**src/rtl/dmem_bus_arbiter_if.sv**
```systemverilog
// Bus bundle between the two data-memory requesters, the arbiter and the memory port.
// Latency: none; this is wiring only.
// Backpressure: req is held until gnt; rvalid cannot be stalled.
interface dmem_bus_arbiter_if;
  // master 0: mem-stage LSU
  logic        m0_req;
  logic        m0_wr;
  logic [31:0] m0_addr;
  logic [31:0] m0_wdata;
  logic [3:0]  m0_be;
  logic        m0_gnt;
  logic        m0_rvalid;
  // master 1: instruction fetch
  logic        m1_req;
  logic        m1_wr;
  logic [31:0] m1_addr;
  logic [31:0] m1_wdata;
  logic [3:0]  m1_be;
  logic        m1_gnt;
  logic        m1_rvalid;
  // shared response data
  logic [31:0] rdata;
  // memory side
  logic        s_req;
  logic        s_wr;
  logic [31:0] s_addr;
  logic [31:0] s_wdata;
  logic [3:0]  s_be;
  logic        s_gnt;
  logic [31:0] s_rdata;
  logic        s_rvalid;
  // sticky error flag
  logic        resp_err;

  // Arbiter side: takes requests from both masters and drives the memory port.
  modport slave (
    input  m0_req, m0_wr, m0_addr, m0_wdata, m0_be,
    input  m1_req, m1_wr, m1_addr, m1_wdata, m1_be,
    input  s_gnt, s_rdata, s_rvalid,
    output m0_gnt, m0_rvalid, m1_gnt, m1_rvalid, rdata,
    output s_req, s_wr, s_addr, s_wdata, s_be,
    output resp_err
  );

  // Environment side: the requesters plus the memory model.
  modport master (
    output m0_req, m0_wr, m0_addr, m0_wdata, m0_be,
    output m1_req, m1_wr, m1_addr, m1_wdata, m1_be,
    output s_gnt, s_rdata, s_rvalid,
    input  m0_gnt, m0_rvalid, m1_gnt, m1_rvalid, rdata,
    input  s_req, s_wr, s_addr, s_wdata, s_be,
    input  resp_err
  );
endinterface

```
**src/rtl/dmem_bus_arbiter.sv**
```systemverilog
// Two-master data-memory arbiter: fixed priority to the LSU, starvation escape for fetch, in-order response routing.
// Latency: grant is combinational from s_gnt (0 cycles); rvalid is routed in the same cycle as s_rvalid.
// Backpressure: s_req drops while OUTSTANDING transactions are unanswered (no same-cycle pop bypass).
module dmem_bus_arbiter #(
  parameter int OUTSTANDING  = 2,
  parameter int STARVE_LIMIT = 4
) (
  input  logic              clk,
  input  logic              reset_n,
  dmem_bus_arbiter_if.slave bus
);

  // OUTSTANDING is a power of two, so the pointers wrap for free at PW bits.
  localparam int PW = (OUTSTANDING > 1) ? $clog2(OUTSTANDING) : 1;
  localparam int CW = $clog2(OUTSTANDING + 1);
  localparam int SW = $clog2(STARVE_LIMIT + 1);
  localparam logic [CW-1:0] FULL_CNT   = CW'(OUTSTANDING);
  localparam logic [SW-1:0] STARVE_MAX = SW'(STARVE_LIMIT);

  // ID FIFO: one bit per outstanding transaction, 0 = LSU, 1 = fetch.
  logic [OUTSTANDING-1:0] r_id;
  logic [PW-1:0]          r_wr_ptr;
  logic [PW-1:0]          r_rd_ptr;
  logic [CW-1:0]          r_count;
  logic [SW-1:0]          r_starve_cnt;
  logic                   r_resp_err;

  logic w_full;
  logic w_empty;
  logic w_sel;
  logic w_s_req;
  logic w_push;
  logic w_pop;
  logic w_head;
  logic w_m0_gnt;
  logic w_m1_gnt;
  logic w_starved;

  // Occupancy is taken from the registered count only; a response arriving
  // while full does not free a slot until the next cycle.
  assign w_full  = (r_count == FULL_CNT);
  assign w_empty = (r_count == '0);

  // Fetch wins when it is alone or once the LSU has been granted STARVE_LIMIT
  // times in a row while fetch was waiting.
  assign w_starved = (r_starve_cnt == STARVE_MAX);
  assign w_sel     = bus.m1_req & (~bus.m0_req | w_starved);

  assign w_s_req  = (bus.m0_req | bus.m1_req) & ~w_full;
  assign w_push   = w_s_req & bus.s_gnt;
  assign w_m0_gnt = w_push & ~w_sel;
  assign w_m1_gnt = w_push &  w_sel;

  // A response with nothing outstanding is dropped (flagged via resp_err).
  assign w_pop  = bus.s_rvalid & ~w_empty;
  assign w_head = r_id[r_rd_ptr];

  // Request mux: sel may change while a req is held; nothing commits until gnt.
  assign bus.s_req   = w_s_req;
  assign bus.s_wr    = w_sel ? bus.m1_wr    : bus.m0_wr;
  assign bus.s_addr  = w_sel ? bus.m1_addr  : bus.m0_addr;
  assign bus.s_wdata = w_sel ? bus.m1_wdata : bus.m0_wdata;
  assign bus.s_be    = w_sel ? bus.m1_be    : bus.m0_be;

  assign bus.m0_gnt    = w_m0_gnt;
  assign bus.m1_gnt    = w_m1_gnt;
  assign bus.m0_rvalid = w_pop & ~w_head;
  assign bus.m1_rvalid = w_pop &  w_head;
  assign bus.rdata     = bus.s_rdata;
  assign bus.resp_err  = r_resp_err;

  // Record the issuer of each accepted transaction at the write pointer.
  always_ff @(posedge clk or negedge reset_n) begin
    if (!reset_n) begin
      r_id     <= '0;
      r_wr_ptr <= '0;
    end else if (w_push) begin
      r_id[r_wr_ptr] <= w_sel;
      r_wr_ptr       <= r_wr_ptr + PW'(1);
    end
  end

  // Advance the read pointer on each routed response.
  always_ff @(posedge clk or negedge reset_n) begin
    if (!reset_n) begin
      r_rd_ptr <= '0;
    end else if (w_pop) begin
      r_rd_ptr <= r_rd_ptr + PW'(1);
    end
  end

  // Occupancy: simultaneous push and pop leave the count unchanged.
  always_ff @(posedge clk or negedge reset_n) begin
    if (!reset_n) begin
      r_count <= '0;
    end else begin
      case ({w_push, w_pop})
        2'b10:   r_count <= r_count + CW'(1);
        2'b01:   r_count <= r_count - CW'(1);
        default: r_count <= r_count;
      endcase
    end
  end

  // Count LSU grants taken while fetch waits, saturating at STARVE_LIMIT.
  always_ff @(posedge clk or negedge reset_n) begin
    if (!reset_n) begin
      r_starve_cnt <= '0;
    end else if (w_m1_gnt) begin
      r_starve_cnt <= '0;
    end else if (bus.m1_req & w_m0_gnt & ~w_starved) begin
      r_starve_cnt <= r_starve_cnt + SW'(1);
    end
  end

  // Sticky flag for responses that match no outstanding transaction,
  // including late responses to transactions dropped by a reset.
  always_ff @(posedge clk or negedge reset_n) begin
    if (!reset_n) begin
      r_resp_err <= 1'b0;
    end else if (bus.s_rvalid & w_empty) begin
      r_resp_err <= 1'b1;
    end
  end

endmodule

```
**src/flat_wrapper.sv**
```systemverilog
// flat-port wrapper written by rule: the top's interface ports become plain ports
module dmem_bus_arbiter_flat 
#(
  parameter int OUTSTANDING  = 2,
  parameter int STARVE_LIMIT = 4
)
  (clk, reset_n, bus_m0_req, bus_m0_wr, bus_m0_addr, bus_m0_wdata, bus_m0_be, bus_m1_req, bus_m1_wr, bus_m1_addr, bus_m1_wdata, bus_m1_be, bus_s_gnt, bus_s_rdata, bus_s_rvalid, bus_m0_gnt, bus_m0_rvalid, bus_m1_gnt, bus_m1_rvalid, bus_rdata, bus_s_req, bus_s_wr, bus_s_addr, bus_s_wdata, bus_s_be, bus_resp_err);
  dmem_bus_arbiter_if bus_i ();
  input  logic clk;
  input  logic reset_n;
  input wire logic [$bits(bus_i.m0_req)-1:0] bus_m0_req;
  input wire logic [$bits(bus_i.m0_wr)-1:0] bus_m0_wr;
  input wire logic [$bits(bus_i.m0_addr)-1:0] bus_m0_addr;
  input wire logic [$bits(bus_i.m0_wdata)-1:0] bus_m0_wdata;
  input wire logic [$bits(bus_i.m0_be)-1:0] bus_m0_be;
  input wire logic [$bits(bus_i.m1_req)-1:0] bus_m1_req;
  input wire logic [$bits(bus_i.m1_wr)-1:0] bus_m1_wr;
  input wire logic [$bits(bus_i.m1_addr)-1:0] bus_m1_addr;
  input wire logic [$bits(bus_i.m1_wdata)-1:0] bus_m1_wdata;
  input wire logic [$bits(bus_i.m1_be)-1:0] bus_m1_be;
  input wire logic [$bits(bus_i.s_gnt)-1:0] bus_s_gnt;
  input wire logic [$bits(bus_i.s_rdata)-1:0] bus_s_rdata;
  input wire logic [$bits(bus_i.s_rvalid)-1:0] bus_s_rvalid;
  output wire logic [$bits(bus_i.m0_gnt)-1:0] bus_m0_gnt;
  output wire logic [$bits(bus_i.m0_rvalid)-1:0] bus_m0_rvalid;
  output wire logic [$bits(bus_i.m1_gnt)-1:0] bus_m1_gnt;
  output wire logic [$bits(bus_i.m1_rvalid)-1:0] bus_m1_rvalid;
  output wire logic [$bits(bus_i.rdata)-1:0] bus_rdata;
  output wire logic [$bits(bus_i.s_req)-1:0] bus_s_req;
  output wire logic [$bits(bus_i.s_wr)-1:0] bus_s_wr;
  output wire logic [$bits(bus_i.s_addr)-1:0] bus_s_addr;
  output wire logic [$bits(bus_i.s_wdata)-1:0] bus_s_wdata;
  output wire logic [$bits(bus_i.s_be)-1:0] bus_s_be;
  output wire logic [$bits(bus_i.resp_err)-1:0] bus_resp_err;
  assign bus_i.m0_req = bus_m0_req;
  assign bus_i.m0_wr = bus_m0_wr;
  assign bus_i.m0_addr = bus_m0_addr;
  assign bus_i.m0_wdata = bus_m0_wdata;
  assign bus_i.m0_be = bus_m0_be;
  assign bus_i.m1_req = bus_m1_req;
  assign bus_i.m1_wr = bus_m1_wr;
  assign bus_i.m1_addr = bus_m1_addr;
  assign bus_i.m1_wdata = bus_m1_wdata;
  assign bus_i.m1_be = bus_m1_be;
  assign bus_i.s_gnt = bus_s_gnt;
  assign bus_i.s_rdata = bus_s_rdata;
  assign bus_i.s_rvalid = bus_s_rvalid;
  assign bus_m0_gnt = bus_i.m0_gnt;
  assign bus_m0_rvalid = bus_i.m0_rvalid;
  assign bus_m1_gnt = bus_i.m1_gnt;
  assign bus_m1_rvalid = bus_i.m1_rvalid;
  assign bus_rdata = bus_i.rdata;
  assign bus_s_req = bus_i.s_req;
  assign bus_s_wr = bus_i.s_wr;
  assign bus_s_addr = bus_i.s_addr;
  assign bus_s_wdata = bus_i.s_wdata;
  assign bus_s_be = bus_i.s_be;
  assign bus_resp_err = bus_i.resp_err;
  dmem_bus_arbiter #(.OUTSTANDING(OUTSTANDING), .STARVE_LIMIT(STARVE_LIMIT)) u_core (.clk(clk), .reset_n(reset_n), .bus(bus_i));
endmodule
```
**config.mk**
```make
export PLATFORM = sky130hd
export DESIGN_NAME = dmem_bus_arbiter_flat
export DESIGN_NICKNAME = d
export VERILOG_FILES = /design/src/rtl/dmem_bus_arbiter_if.sv /design/src/rtl/dmem_bus_arbiter.sv /design/src/flat_wrapper.sv
export SDC_FILE = /design/constraint.sdc
export NUM_CORES = 1
export LEC_CHECK = 0
export CAP_MARGIN = 20
export CORE_AREA = 2 2 109 111
export DETAILED_ROUTE_END_ITERATION = 8
export DIE_AREA = 0 0 111 113
export DONT_BUFFER_PORTS = 1
export PLACE_DENSITY_LB_ADDON = 0.2
export SKIP_LAST_GASP = 1
export SLEW_MARGIN = 25
export SYNTH_ARGS = -nofsm -noshare
export SYNTH_HDL_FRONTEND = slang
export SYNTH_SLANG_ARGS = --single-unit
```
**constraint.sdc**
```tcl
create_clock -name clk -period 4.9 [get_ports clk]
set_input_delay 0.98 -clock clk [delete_from_list [all_inputs] [get_ports clk]]
set_output_delay 0.98 -clock clk [all_outputs]
set_load 0.02 [all_outputs]
```
Yosys cells after proc, flatten, opt, wreduce, memory -nomap -nowiden
Cells that the tools add are included.

Add/sub/neg operators: 5. Magnitude comparators: 3. Eq/ne operators: 4. Muxes and demuxes: 12. Bitwise logic cells: 19. Reduce and logical (&&, ||, !) cells: 4.

Operators by type and width (count): $mux 32 (2); $and 1x1->1 (11); $mux 3 (2); $not 1->1 (6); $eq 2x2->1 const B (2); $lt 1x2->1 const B (2); $mux 1 (4); $mux 4 (1); $pmux 2 s2 (1); $reduce_bool 2->1 (2); $add 3x1->3 const B (1); $eq 3x3->1 const B (1); $add 1x1->1 const B (2); $add 2x1->2 const B (1); $bwmux 2 (1); $eq 2x1->1 const B (1); $logic_not 2->1 (1); $or 1x1->1 (2); $sub 2x1->2 const B (1); $demux 1 s1 (1); $ge 1x1->1 const B (1); $logic_and 1x1->1 (1).

Bits in registers: 10. Output and inout port bits: 107.

Depth between registers and ports, before layout
Word-level depth: 9. Mapped depth: 8. Depth with buffers taken out: 6.

Worst setup path before layout
Ideal clock, no wire load.

Kind: in2out. Start point: input bus_m0_req. End point: output bus_s_addr[0]. Arrival time: 1.965 ns. Required time: 3.920 ns. Slack: 1.955 ns. Stages on the path: 4. Path buffers: 1. Path through: a21bo_2 nand2_1 buf_2 mux2_2.

Word-level cells in the longest chain between the ends: 4.

Ends and longest elaborated chain: from (decl) (line flat_wrapper.sv:11) `input wire logic [$bits(bus_i.m0_req)-1:0] bus_m0_req;`; $not 1->1 (line dmem_bus_arbiter.sv:47) `assign w_sel = bus.m1_req & (~bus.m0_req | w_starved);`; $or 1x1->1 (line dmem_bus_arbiter.sv:47); $and 1x1->1 (line dmem_bus_arbiter.sv:47); $mux 32 (line dmem_bus_arbiter.sv:61) `assign bus.s_addr = w_sel ? bus.m1_addr : bus.m0_addr;`; to (decl) (line flat_wrapper.sv:31) `output wire logic [$bits(bus_i.s_addr)-1:0] bus_s_addr;`.

No other way between the ends.

Worst setup path after layout
Start point: input bus_m0_req. End point: output bus_s_wdata[12].

Word-level cells in the longest chain between the ends: 4.

Ends and longest elaborated chain: $not 1->1 (line dmem_bus_arbiter.sv:47); $or 1x1->1 (line dmem_bus_arbiter.sv:47); $and 1x1->1 (line dmem_bus_arbiter.sv:47); $mux 32 (line dmem_bus_arbiter.sv:62) `assign bus.s_wdata = w_sel ? bus.m1_wdata : bus.m0_wdata;`; to (decl) (line flat_wrapper.sv:32) `output wire logic [$bits(bus_i.s_wdata)-1:0] bus_s_wdata;`.

No other way between the ends.

==> impl_metrics.py <==
metrics = {
    "synthesis": {
        "seq_area_frac_synth_pct": 15.46,
        "async_flop_share_pct": 100.0,
        "synthCells": 164,
        "yosysWarnings": 0,
        "synth_edf_count": 0,
        "syn_area_sq_mm": 0.001619,
        "synth_compound_gate_area_share_pct": 4.791,
        "ys.flop_type": "dfrtp_1",
        "syn_nets": 343,
        "synthXorXnorAreaFrac_pct": 2.705,
        "yosys.area_share.adder_pct": 2.318,
        "ys_ff_latch": 10,
        "post_synth.cell_area_avg_sq_um": 9.872,
        "yosys.area_share.simple_pct": 5.873,
        "synth_top_family_by_area": "multiplexers",
        "yosysUniqueCellTypes": 25,
        "synthMuxAreaShare_pct": 49.30,
    },
    "min_path": {
        "hold_class": "in -> async",
    },
    "clocking": {
        "cts_hold_buffers": 0,
        "cts_resized": 0,
        "clock-sinks": 10,
        "clk_latency_ps": 230,
        "cts_root_buf": "clkbuf_16",
        "cts_buffer_depth": 2,
        "cts_setup_buffers": 0,
        "path_clk_slew_ps": 40,
        "cts_buffers": 3,
        "htree_num_levels": 1,
        "tritoncts": "built",
    },
    "floorplanning": {
        "initial_utilization_pct": 14.36,
        "io_pins": 283,
        "die_area_sq_mm": 0.01254,
        "die_y_microns": 113,
        "rows": 39,
        "design.core.area_sq_mm": 0.01127,
        "fp.dieW_microns": 111,
    },
    "critical_path": {
        "crit_required_ps": 3920,
        "setup.worst_path.class": "in -> out",
        "crit_path_max_fanout": 71,
        "rrSetupSlack_ps": 3090,
        "crit_arrival_ps": 2370,
        "critPathCaptureType": "primary output",
        "critPathLaunchType": "input pin",
    },
    "timing": {
        "setup_viol": 0,
        "finalMaxSlewViolations": 0,
        "final.min_clock_period_ps": 3346,
        "relSlewSlack_pct": 41.87,
        "finalSetupTns_ps": 0,
        "setup_slack_ps": 1554,
        "max_freq_ghz": 0.2989,
        "worstMarginPinSlew_ps": 872.0,
        "rsz0062_at_grt": "false",
        "hold_viol": 0,
        "fin_crit_sh_pct": 68.28,
        "skew_ps": 2.079,
    },
    "power_and_ir_drop": {
        "p_leak_uw": 0.0005727,
        "max-vdd-ir-drop_v": 0.0001528,
        "p_per_area_mw_per_mm2": 379.5,
    },
    "route": {
        "num_vias": 1110,
        "antenna_left": 0,
        "wl_microns": 5331,
        "wl_per_cell_microns": 19.82,
        "post-route-drc-count": 0,
        "first_pass_iters": 4,
        "first_iter_violations": 31,
        "viasPerCell": 4.126,
    },
    "status": {
        "status": "complete, no violations",
    },
    "place": {
        "gp_congestion": 0.7357,
        "dp_hpwl_microns": 4684,
        "place_area_sq_mm": 0.001508,
        "portBuffers": 0,
        "pre_cts_ws_ps": 1535,
    },
    "global_routing": {
        "grt_pass1_wl_microns": 6465,
        "antenna_found_initial": 0,
        "grt_max_degree": 72,
        "first_global_vias": 998,
        "grtUsageTotal_pct": 6.891,
        "grt_overflow": 0,
    },
    "layout": {
        "nNetsFinal": 307,
        "layout_commonest_cell": "mux2_2",
        "final_cell_mix": "70 x mux2_2, 10 x dfrtp_1, 7 x nor2_1, 5 x inv_1",
        "areaGrowthSynthToFinish_pct": -2.241,
        "drive_gt1_share_pct": 61.90,
        "final_area_sq_mm": 0.001583,
        "fillers": 1259,
        "antenna_cells": 0,
    },
    "run": {
        "maxCapViolations": 0,
    },
}
## Yosys cell counts (2+ instances only)
cell type | number | area (sq um)
buf_2 | 7 | 35.03
buf_4 | 32 | 240.2
buf_6 | 2 | 22.52
dfrtp_1 | 10 | 250.2
ha_1 | 3 | 37.54
inv_1 | 5 | 18.77
mux2_2 | 70 | 788.3
nand2_1 | 3 | 11.26
nor2_1 | 7 | 26.28
o21ai_0 | 4 | 20.02
o31ai_1 | 3 | 22.52
o41ai_1 | 2 | 17.52
xnor2_1 | 4 | 35.03
## path summary, 6_finish.rpt
kind,start,endpoint,cells after the start
max,bus_m0_req,bus_s_wdata[12],3
min reg2reg,u_core.r_starve_cnt[2],u_core.r_starve_cnt[2],1
min in group clk,u_core.r_starve_cnt[2],u_core.r_starve_cnt[2],1
max in group asynchronous,reset_n,u_core.r_starve_cnt[0],0
min,reset_n,u_core.r_id[0],0
max reg2reg,u_core.r_starve_cnt[0],u_core.r_id[0],5
## kinds of logic after synthesis
| kind of cell | count (synthesis) |
|---|---|
| compound gates | 11 |
| xor+xnor | 5 |
| flops | 10 |
| fa+ha+maj | 3 |
| simple gates | 18 |
| buf+inv | 46 |
| mux | 71 |
## metal layers
metal  wire length [microns]  part of all wire [%]  GRT usage [%]  vias to the layer above
met5                       0                     0              0                        -
met4                      76                   1.4          2.083                        0
met3                     532                    10          2.517                        8
met2                    2571                    48          10.35                      117
met1                    2150                    40          9.251                      516
li1                        -                     -              -                      469
## worst max-delay path: stages
cell     delay [ps]
a21bo_2         220
nand2_4         630
mux2_2          490
## registers in the layout, summed over array words and instances (netlist names)
name                 cells
u_core.r_starve_cnt      3
u_core.r_id              2
u_core.r_wr_ptr          1
u_core.r_count           2
u_core.r_rd_ptr          1
u_core.bus.resp_err      1
## report_power, final
group | total (uW) | internal, uW | switching [uW]
Clock | 140 | 105 | 34.1
Sequential | 152 | 118 | 33.6
Combinational | 309 | 120 | 189
## through the flow
step	total power, uW	hold WS, ps	util [%]	std cells
6_report	600.7	442.4	14.04	269
5_1_grt	637.0	434.8	14.04	269
2_1_floorplan	472.2	451.9	-	164
3_5_place_dp	465.6	493.8	13.38	266
3_3_place_gp	464.7	491.3	13.38	266
4_1_cts	609.6	439.8	14.04	269
## area by class of cell
cell class,count,area [sq um],area share (%)
clock buffer,3,75.07,4.743
inverter,5,18.77,1.186
multi-input combinational,108,1060,66.96
sequential,10,250.2,15.81
tap,143,178.9,11.30
No activity file was read; power rests on OpenSTA's default activity.
